<file path="src/rtl/fetch_stage.sv">
// Instruction fetch stage: PC register, IF/ID pipeline register and RUN/DRAIN/HALTED control.
// Optional FETCH_PERF_CNT_EN adds saturating stall and flush counters.
module fetch_stage (
    input  logic        clk,
    input  logic        rst,
    input  logic        stall,
    input  logic        pcSrc,
    input  logic [11:0] branchTarget,
    input  logic [18:0] inst,
    input  logic        halt,
    output logic [11:0] pc,
    output logic [18:0] ifidInst,
    output logic [11:0] ifidPC1,
    output logic        ifidValid,
    output logic        halted
`ifdef FETCH_PERF_CNT_EN
    ,
    output logic [15:0] stallCount,
    output logic [15:0] flushCount
`endif
);

    typedef enum logic [1:0] {RUN, DRAIN, HALTED} state_t;

    state_t      r_state, w_next_state;
    logic [11:0] r_pc, w_pc_next, w_pc_inc;
    logic [18:0] r_ifid_inst, w_inst_next;
    logic [11:0] r_ifid_pc1, w_pc1_next;
    logic        r_ifid_valid, w_valid_next;
    logic [2:0]  r_drain, w_drain_next;
    logic        r_halted;

    assign w_pc_inc = r_pc + 12'd1;

    always_comb begin
        w_next_state = r_state;
        w_pc_next    = r_pc;
        w_inst_next  = r_ifid_inst;
        w_pc1_next   = r_ifid_pc1;
        w_valid_next = r_ifid_valid;
        w_drain_next = r_drain;
        case (r_state)
            RUN: begin
                if (pcSrc) begin
                    w_pc_next    = branchTarget;
                    w_inst_next  = '0;
                    w_pc1_next   = '0;
                    w_valid_next = 1'b0;
                end else if (stall) begin
                    w_pc_next = r_pc;
                end else if (halt) begin
                    w_inst_next  = '0;
                    w_pc1_next   = '0;
                    w_valid_next = 1'b0;
                    w_drain_next = 3'd4;
                    w_next_state = DRAIN;
                end else begin
                    w_pc_next    = w_pc_inc;
                    w_inst_next  = inst;
                    w_pc1_next   = w_pc_inc;
                    w_valid_next = 1'b1;
                end
            end
            DRAIN: begin
                // An older branch still in EX overrides the halt seen in fetch.
                if (pcSrc) begin
                    w_pc_next    = branchTarget;
                    w_inst_next  = '0;
                    w_pc1_next   = '0;
                    w_valid_next = 1'b0;
                    w_drain_next = '0;
                    w_next_state = RUN;
                end else if (!stall) begin
                    w_drain_next = r_drain - 3'd1;
                    if (r_drain == 3'd1)
                        w_next_state = HALTED;
                end
            end
            HALTED: begin
                w_next_state = HALTED;
            end
            default: begin
                w_next_state = RUN;
            end
        endcase
    end

    always_ff @(posedge clk or posedge rst) begin
        if (rst) begin
            r_state      <= RUN;
            r_pc         <= '0;
            r_ifid_inst  <= '0;
            r_ifid_pc1   <= '0;
            r_ifid_valid <= 1'b0;
            r_drain      <= '0;
            r_halted     <= 1'b0;
        end else begin
            r_state      <= w_next_state;
            r_pc         <= w_pc_next;
            r_ifid_inst  <= w_inst_next;
            r_ifid_pc1   <= w_pc1_next;
            r_ifid_valid <= w_valid_next;
            r_drain      <= w_drain_next;
            r_halted     <= (w_next_state == HALTED);
        end
    end

    assign pc        = r_pc;
    assign ifidInst  = r_ifid_inst;
    assign ifidPC1   = r_ifid_pc1;
    assign ifidValid = r_ifid_valid;
    assign halted    = r_halted;

`ifdef FETCH_PERF_CNT_EN
    logic [15:0] r_stall_cnt, r_flush_cnt;
    logic        w_active;

    assign w_active = (r_state != HALTED);

    always_ff @(posedge clk or posedge rst) begin
        if (rst) begin
            r_stall_cnt <= '0;
            r_flush_cnt <= '0;
        end else if (w_active) begin
            if (stall && !pcSrc && r_stall_cnt != '1)
                r_stall_cnt <= r_stall_cnt + 16'd1;
            if (pcSrc && r_flush_cnt != '1)
                r_flush_cnt <= r_flush_cnt + 16'd1;
        end
    end

    assign stallCount = r_stall_cnt;
    assign flushCount = r_flush_cnt;
`endif

endmodule

</file>
<file path="config.mk">
export PLATFORM = sky130hd
export DESIGN_NAME = fetch_stage
export DESIGN_NICKNAME = d
export VERILOG_FILES = /design/src/rtl/fetch_stage.sv
export SDC_FILE = /design/constraint.sdc
export NUM_CORES = 1
export LEC_CHECK = 0
export ABC_AREA = 1
export CAP_MARGIN = 20
export CELL_PAD_IN_SITES_DETAIL_PLACEMENT = 0
export CELL_PAD_IN_SITES_GLOBAL_PLACEMENT = 1
export CORE_MARGIN = 4
export CORE_UTILIZATION = 33
export CTS_CLUSTER_SIZE = 8
export DETAILED_ROUTE_END_ITERATION = 10
export PLACE_DENSITY_LB_ADDON = 0.1
export SLEW_MARGIN = 20
export SYNTH_ARGS = -nofsm -noshare
export SYNTH_HDL_FRONTEND = slang
export SYNTH_SLANG_ARGS = --single-unit
</file>
<file path="constraint.sdc">
create_clock -name clk -period 2 [get_ports clk]
set_input_delay 0.4 -clock clk [delete_from_list [all_inputs] [get_ports clk]]
set_output_delay 0.4 -clock clk [all_outputs]
set_load 0.1 [all_outputs]
</file>
# Word-level counts from Yosys, hierarchy flattened
# Cells that the tools add are included.
totals:
  wordCells: 58
  register_bits: 50
  input_bits: 36
  romBits: 0
  output_inout_bits: 45
  mem_bits_rw: 0
  n_memories: 0
  latchBits: 0
op_classes:
  order_cmp: 0
  addsub: 2
  n_mul: 0
  n_shift: 0
  div: 0
  n_reduce_logical: 5
  n_eq_ne: 11
  muxes: 33
  n_bitwise: 0
ops:
  columns: ["operator", "n"]
  rows:
  - ["two-way mux 12 bit", 8]
  - ["two-way mux 19 bit", 4]
  - ["one-hot mux 12 bit (2 select lines)", 2]
  - ["one-hot mux 19 bit (2 select lines)", 1]
  - ["two-way mux 3 bit", 5]
  - ["adder 12 x 1 -> 12 bit (second input constant)", 1]
  - ["two-way mux 2 bit", 6]
  - ["inequality test 3 bit (second input constant)", 3]
  - ["inequality test 2 bit (second input constant)", 4]
  - ["one-hot mux 2 bit (3 select lines)", 1]
  - ["one-hot mux 3 bit (2 select lines)", 1]
  - ["AND reduction 5 bit", 1]
  - ["equality test 2 bit (second input constant)", 2]
  - ["two-way mux 1 bit", 4]
  - ["AND reduction 4 bit", 1]
  - ["equality test 3 x 1 -> 1 bit (second input constant)", 1]
  - ["AND reduction 3 bit", 1]
  - ["subtractor 3 x 1 -> 3 bit (second input constant)", 1]
  - ["equality test 2 x 1 -> 1 bit (second input constant)", 1]
  - ["zero test 2 bit", 1]
  - ["one-hot mux 1 bit (2 select lines)", 1]
  - ["nonzero test 2 bit", 1]

# Depth between registers and ports, before layout
# Gate-level depths: netlist of the first run.
logic_depth:
  depth_word: 6
  ltp_mapped: 9
  mapped_depth_nobuf: 8

# Least setup slack after synthesis of the first run
# No wires, ideal clock.
synth_path:
  path_kind: "reg-to-reg"
  from: "register r_pc[1], in the netlist pc[1]"
  to: "register r_pc[8], in the netlist pc[8]"
  path_slack_ns: -0.093
  setup_ns: 0.129
  path_buffers: 0
  period_less_slack_ns: 2.093
  stages_incl_launch_ff: 9
  required_time_ns: 1.871
  t_arrival_ns: 1.964
  path_cell_list: "dfrtp_1 ha_1 nand2_1 nor2_1 nand3_1 nand2_1 nand3_1 nand2_1 o21ai_0"
synth_between:
  elab_chain_len: 5
synth_rtl:
  columns: ["item", "line_no", "source"]
  rows:
  - ["from (decl)", "26", "logic [11:0] r_pc, w_pc_next, w_pc_inc;"]
  - ["from (signal assigned)", "99", "r_pc <= w_pc_next;"]
  - ["adder 12 x 1 -> 12 bit", "33", "assign w_pc_inc = r_pc + 12'd1;"]
  - ["two-way mux 12 bit", "51", "end else if (halt) begin"]
  - ["two-way mux 12 bit", "49", "end else if (stall) begin"]
  - ["two-way mux 12 bit", "44", "if (pcSrc) begin"]
  - ["one-hot mux 12 bit (2 select lines)", "42", "case (r_state)"]
# Every way passes these cells. The select of a mux whose other input is x is not followed.
# A chain may end at the register's enable or synchronous reset.

# Worst setup path after layout of the first run
layout_path:
  from: "register r_pc[0], in the netlist pc[0]"
  to: "register r_pc[4], in the netlist pc[4]"
# The elaborated chain is that of the path after synthesis.

==> results of run 1 <==
==> critical path, stage by stage, from the launching register on <==
cell and delay, ns:
dfrtp_2 0.45, ha_1 0.29, nand2_1 0.10, nor2_1 0.22
xnor2_1 0.19, nand2_1 0.09, nand2_1 0.07, nand2_1 0.04
==> power breakdown <==
group | switching, µW | leakage [µW] | internal [µW]
clock network | 345 | 0.0000472 | 279
registers | 226 | 0.000655 | 1190
logic | 1670 | 0.00108 | 637
==> worst paths after layout <==
check,from,end,slack [ns],depth (start not counted)
worst min register to register,ifidInst[18]$_DFFE_PP0P_,ifidInst[18]$_DFFE_PP0P_,0.49,2
max in group asynchronous,rst,pc[1]$_DFFE_PP0P_,1.11,3
min in group clk,ifidInst[18]$_DFFE_PP0P_,ifidInst[18]$_DFFE_PP0P_,0.49,2
worst max register to register,pc[0]$_DFFE_PP0P_,pc[4]$_DFFE_PP0P_,0.44,7
worst max-delay path,pc[0]$_DFFE_PP0P_,pc[4]$_DFFE_PP0P_,0.44,7
worst min-delay path,rst,ifidInst[8]$_DFFE_PP0P_,0.38,2
==> synth_stat cells (all sizes together) <==
master    n  area, µm²
nand4     3       18.8
ha        3       37.5
xor2      2       17.5
nor2     28        108
buf       8       70.1
inv      24       97.6
o21bai    1       7.51
o21ai    23        115
nand2   144        576
a21oi     4       20.0
xnor2     2       17.5
o22ai     2       12.5
nand3    14       82.6
dfrtp    50       1250
nand3b    2       15.0
==> flip-flops by register name, summed over array words and instances, names as in the netlist <==
| signal | cells |
|---|---|
| pc | 12 |
| ifidPC1 | 12 |
| r_state | 2 |
| ifidValid | 1 |
| ifidInst | 19 |
| r_drain | 3 |
| halted | 1 |
==> logic make-up after synthesis <==
family / count (synthesis) / share of synthesized area
AO/OA/AOI/OAI: 30 / 0.0634
XOR/XNOR: 4 / 0.0143
AND/OR/NAND/NOR: 191 / 0.327
flip-flops: 50 / 0.512
adder cells (fa/ha/maj): 3 / 0.0153
buffers and inverters: 32 / 0.0685
==> area by class of cell <==
class,count,area [µm²]
clock buffer,6,82.6
clock inverter,2,12.5
fill,747,3770
inverter,24,97.6
multi-input combinational,228,1030
sequential,50,1250
tap,99,124
timing repair buffer,83,848
==> metrics by stage <==
stage	total power (µW)	cells
floorplan	3040	310
global placement	3760	484
detailed placement	3760	484
CTS	4400	492
global route	4590	492
finish	4340	492
==> metal layers <==
layer  global-route usage  wire length, µm  up-vias
li1                     -                -     1131
met3               0.0329              418        5
met1                0.212             3000      936
met2                0.214             2630       73
met5                    0                0        -
met4               0.0469               55        0
==> results.cfg, run 1 <==
[clock_network]
postCtsSetupBuffers = 0
ctsHoldBuffers = 0
h-tree-depth = 2
cts_tree = built
cts_buffers = 5
cts_resized = 0
cts_sinks = 50
root_buffer = clkbuf_8
clk_pin_slew_ns = 0.09
insertion_delay_ns = 0.31
clock_path_buffers = 2

[global_route]
grt_max_degree = 36
grt_pass1_vias = 2071
gr-total-overflow = 0
antenna_found_initial = 0
grt.total_usage = 0.146
grt_pass1_wl_um = 10100

[timing]
fin_tns_setup_ns = 0
maxSlewViolCount = 0
hold_viol = 0
grt_setup_unrepaired = false
period_share = 0.778
hold-worst-slack_ns = 0.375
fmax_mhz = 643
worst_pin_slew_ns = 0.361
max_slew_margin = 0.759
worst_slack_ns = 0.444
setup_violations = 0
period_minus_slack_ns = 1.56
skew_ns = 0.00539

[floorplan]
fp.dieH_um = 94.1
std_cell_rows = 31
chipWidth_um = 94.1
initial_core_util = 0.339
core_area_mm2 = 0.00721
die_area_mm2 = 0.00885
ios = 81

[run]
max_cap_viol_count = 0

[min_path]
hp-class = input pin to asynchronous set/reset pin

[cells_and_area]
final_common_cell = nand2_1
final_util = 0.478
synthToLayoutAreaGrowth_pct = 40.9
stdcell_area_mm2 = 0.00345
final_cell_mix = nand2_1, dfrtp_1, buf_4
drive_gt1_frac = 0.183
diodes = 0
nets = 431

[synthesis]
ys_ff_latch = 50
synth-seq-area-share = 0.512
syn_nets = 349
netlist_area_mm2 = 0.00245
syn_inst = 310
syn_avg_cell_area_um2 = 7.89
synth.distinct_cells = 26
yosysWarnings = 0

[route]
via_per_inst = 4.36
drt_wl_total_um = 6110
drc = 0
first_pass_iters = 4
wl_per_cell_um = 12.4
drtIter0Drc = 72
ant_nets = 0
num_vias = 2145

[placement]
portBuffers = 80
dpl_worst_slack_ns = 0.152
placed_area_mm2 = 0.00335
gp_congestion = 0.786
dpl.hpwl_um = 4450

[setup_path]
critPathCaptureType = register
cp.required_ns = 2.21
criticalPathCategory = register to register
worst_setup_path_start_kind = register
critPathMaxFanout = 6
cp.arrival_ns = 1.76

[pwr]
p_per_area_mw_per_mm2 = 1260
power_leakage_uw = 0.00178
peakVddDrop_v = 0.00100

[status]
outcome = finished clean
Power figures use the tool's default switching activity.
==> inputs of run 2 (changes only) <==
- clock period: 2 -> 1.5 ns (I/O delays scaled with it)
==> results.cfg, run 2 (synthesized netlist as in run 1, its figures left out) <==
[cells_and_area]
fillers = 690
final_cell_mix = nand2_1, buf_12, dfrtp_1
final_util = 0.560
nets = 441
drive_gt1_frac = 0.236
diodes = 0
synthToLayoutAreaGrowth_pct = 65.1
finalNonFillerCells = 502
largest_register_ffs = 19
final_common_cell = nand2_1

[setup_path]
r2r_cells = 7
path_depth = 7
cp.required_ns = 1.71
slowest_stage = dfrtp_2
cp_common_cell = nand2_1
r2r-end = pc[4]$_DFFE_PP0P_
cp_cell_sequence = ha_4, nand2_4, nor2_4, xnor2_1, nand2_1, nand2_1, nand2_1
worst_setup_path_start_kind = register
criticalPathCategory = register to register
critPathCaptureType = register
cp.arrival_ns = 1.58
startpoint = pc[0]$_DFFE_PP0P_
reg2reg_slack_ns = 0.13
r2r_start = pc[0]$_DFFE_PP0P_
slowest_delay_ns = 0.49
crit_family = flip-flops
endpoint = pc[4]$_DFFE_PP0P_
critPathMaxFanout = 6
critPathBufInv = 0

[timing]
worst_slack_ns = 0.132
fmax_mhz = 731
period_minus_slack_ns = 1.37
hold_viol = 0
maxSlewViolCount = 0
skew_ns = 0.0118
max_slew_margin = 0.805
setup_violations = 0
grt_setup_unrepaired = false
period_share = 0.912
worst_pin_slew_ns = 0.290

[global_route]
grt_max_degree = 51
grt_pass1_vias = 2124
grt.total_usage = 0.148
gr-total-overflow = 0
antenna_found_initial = 0
grt_pass1_wl_um = 10300

[clock_network]
cts_resized = 0
insertion_delay_ns = 0.31
clock_path_buffers = 2
h-tree-depth = 2
clk_pin_slew_ns = 0.10
cts_tree = built
root_buffer = clkbuf_8
ctsHoldBuffers = 0
cts_sinks = 50
cts_buffers = 5
postCtsSetupBuffers = 0

[floorplan]
initial_core_util = 0.339
fp.dieH_um = 94.1
ios = 81
std_cell_rows = 31
die_area_mm2 = 0.00885
chipWidth_um = 94.1
core_area_mm2 = 0.00721

[route]
first_pass_iters = 4
ant_nets = 0
drtIter0Drc = 102
num_vias = 2226
drt_wl_total_um = 6310
via_per_inst = 4.43
wl_per_cell_um = 12.6
drc = 0

[placement]
portBuffers = 80
gp_congestion = 0.801
dpl.hpwl_um = 4690
dpl_worst_slack_ns = -0.199
placedCellCount = 494

[pwr]
p_sw_uw = 3120
internal_power_uw = 3330
peakVddDrop_v = 0.00138
p_per_area_mw_per_mm2 = 1600
power_uw = 6440
power_frac_comb = 0.540
clockPowerShare = 0.150
pwr-share-seq = 0.310
switching_share = 0.484
power_leakage_uw = 0.00194

[min_path]
hp-class = input pin to asynchronous set/reset pin

[status]
outcome = finished clean

[run]
max_cap_viol_count = 0
-- run 2: area by class of cell --
type | count | area [µm²] | area share
flip-flops and latches | 50 | 1260 | 0.313
repair buffers | 93 | 1370 | 0.340
multi-input cells | 228 | 1060 | 0.262
inverters | 24 | 101 | 0.0251
clock inverters | 3 | 45.0 | 0.0112
clock buffers | 5 | 68.8 | 0.0170
well taps | 99 | 124 | 0.0307
-- run 2: metrics by stage --
step | TNS, ns | hold slack, ns | instance area [µm²]
6_report | 0 | 0.409 | 4040
5_1_grt | 0 | 0.431 | 4040
4_1_cts | 0 | 0.423 | 4040
3_5_place_dp | -6.25 | 0.527 | 3920
3_3_place_gp | -5.08 | 0.524 | 3920
2_1_floorplan | -0.257 | 0.342 | 2500
-- run 2: power groups by stage --
stage | Sequential [µW] | Combinational, µW | Clock, µW
after floorplan | 3390 | 732 | 0
after global placement | 2020 | 3500 | 0
after detailed placement | 2020 | 3510 | 0
after CTS | 2000 | 3520 | 1000
after global routing | 2040 | 3670 | 1060
final | 2000 | 3480 | 964
-- run 2: per-layer routing --
| layer | track usage | vias to the layer above | share of wire |
|---|---|---|---|
| li1 | - | 1148 | - |
| met1 | 0.211 | 1009 | 0.50 |
| met2 | 0.226 | 61 | 0.44 |
| met3 | 0.0288 | 8 | 0.043 |
| met4 | 0.0457 | 0 | 0.014 |
| met5 | 0 | - | 0 |
-- run 2: worst reg2reg max path: cells and delay by family (launching register included) --
family / cells / cell delay, ns
xor+xnor: 1 / 0.25
fa+ha+maj: 1 / 0.22
flops: 1 / 0.49
simple gates: 5 / 0.31
-- run 2: worst min-delay path by stage --
| stage | start | endpoint | slack, ns | cells after the start |
|---|---|---|---|---|
| 3_3_place_gp | ifidInst[3]$_DFFE_PP0P_ | ifidInst[3]$_DFFE_PP0P_ | 0.52 | 2 |
| 3_5_place_dp | ifidInst[2]$_DFFE_PP0P_ | ifidInst[2]$_DFFE_PP0P_ | 0.53 | 2 |
| 2_1_floorplan | rst | halted$_DFF_PP0_ | 0.34 | 1 |
| 5_1_grt | rst | pc[11]$_DFFE_PP0P_ | 0.43 | 3 |
| 6_report | rst | ifidInst[3]$_DFFE_PP0P_ | 0.41 | 3 |
| 4_1_cts | rst | ifidInst[6]$_DFFE_PP0P_ | 0.42 | 3 |
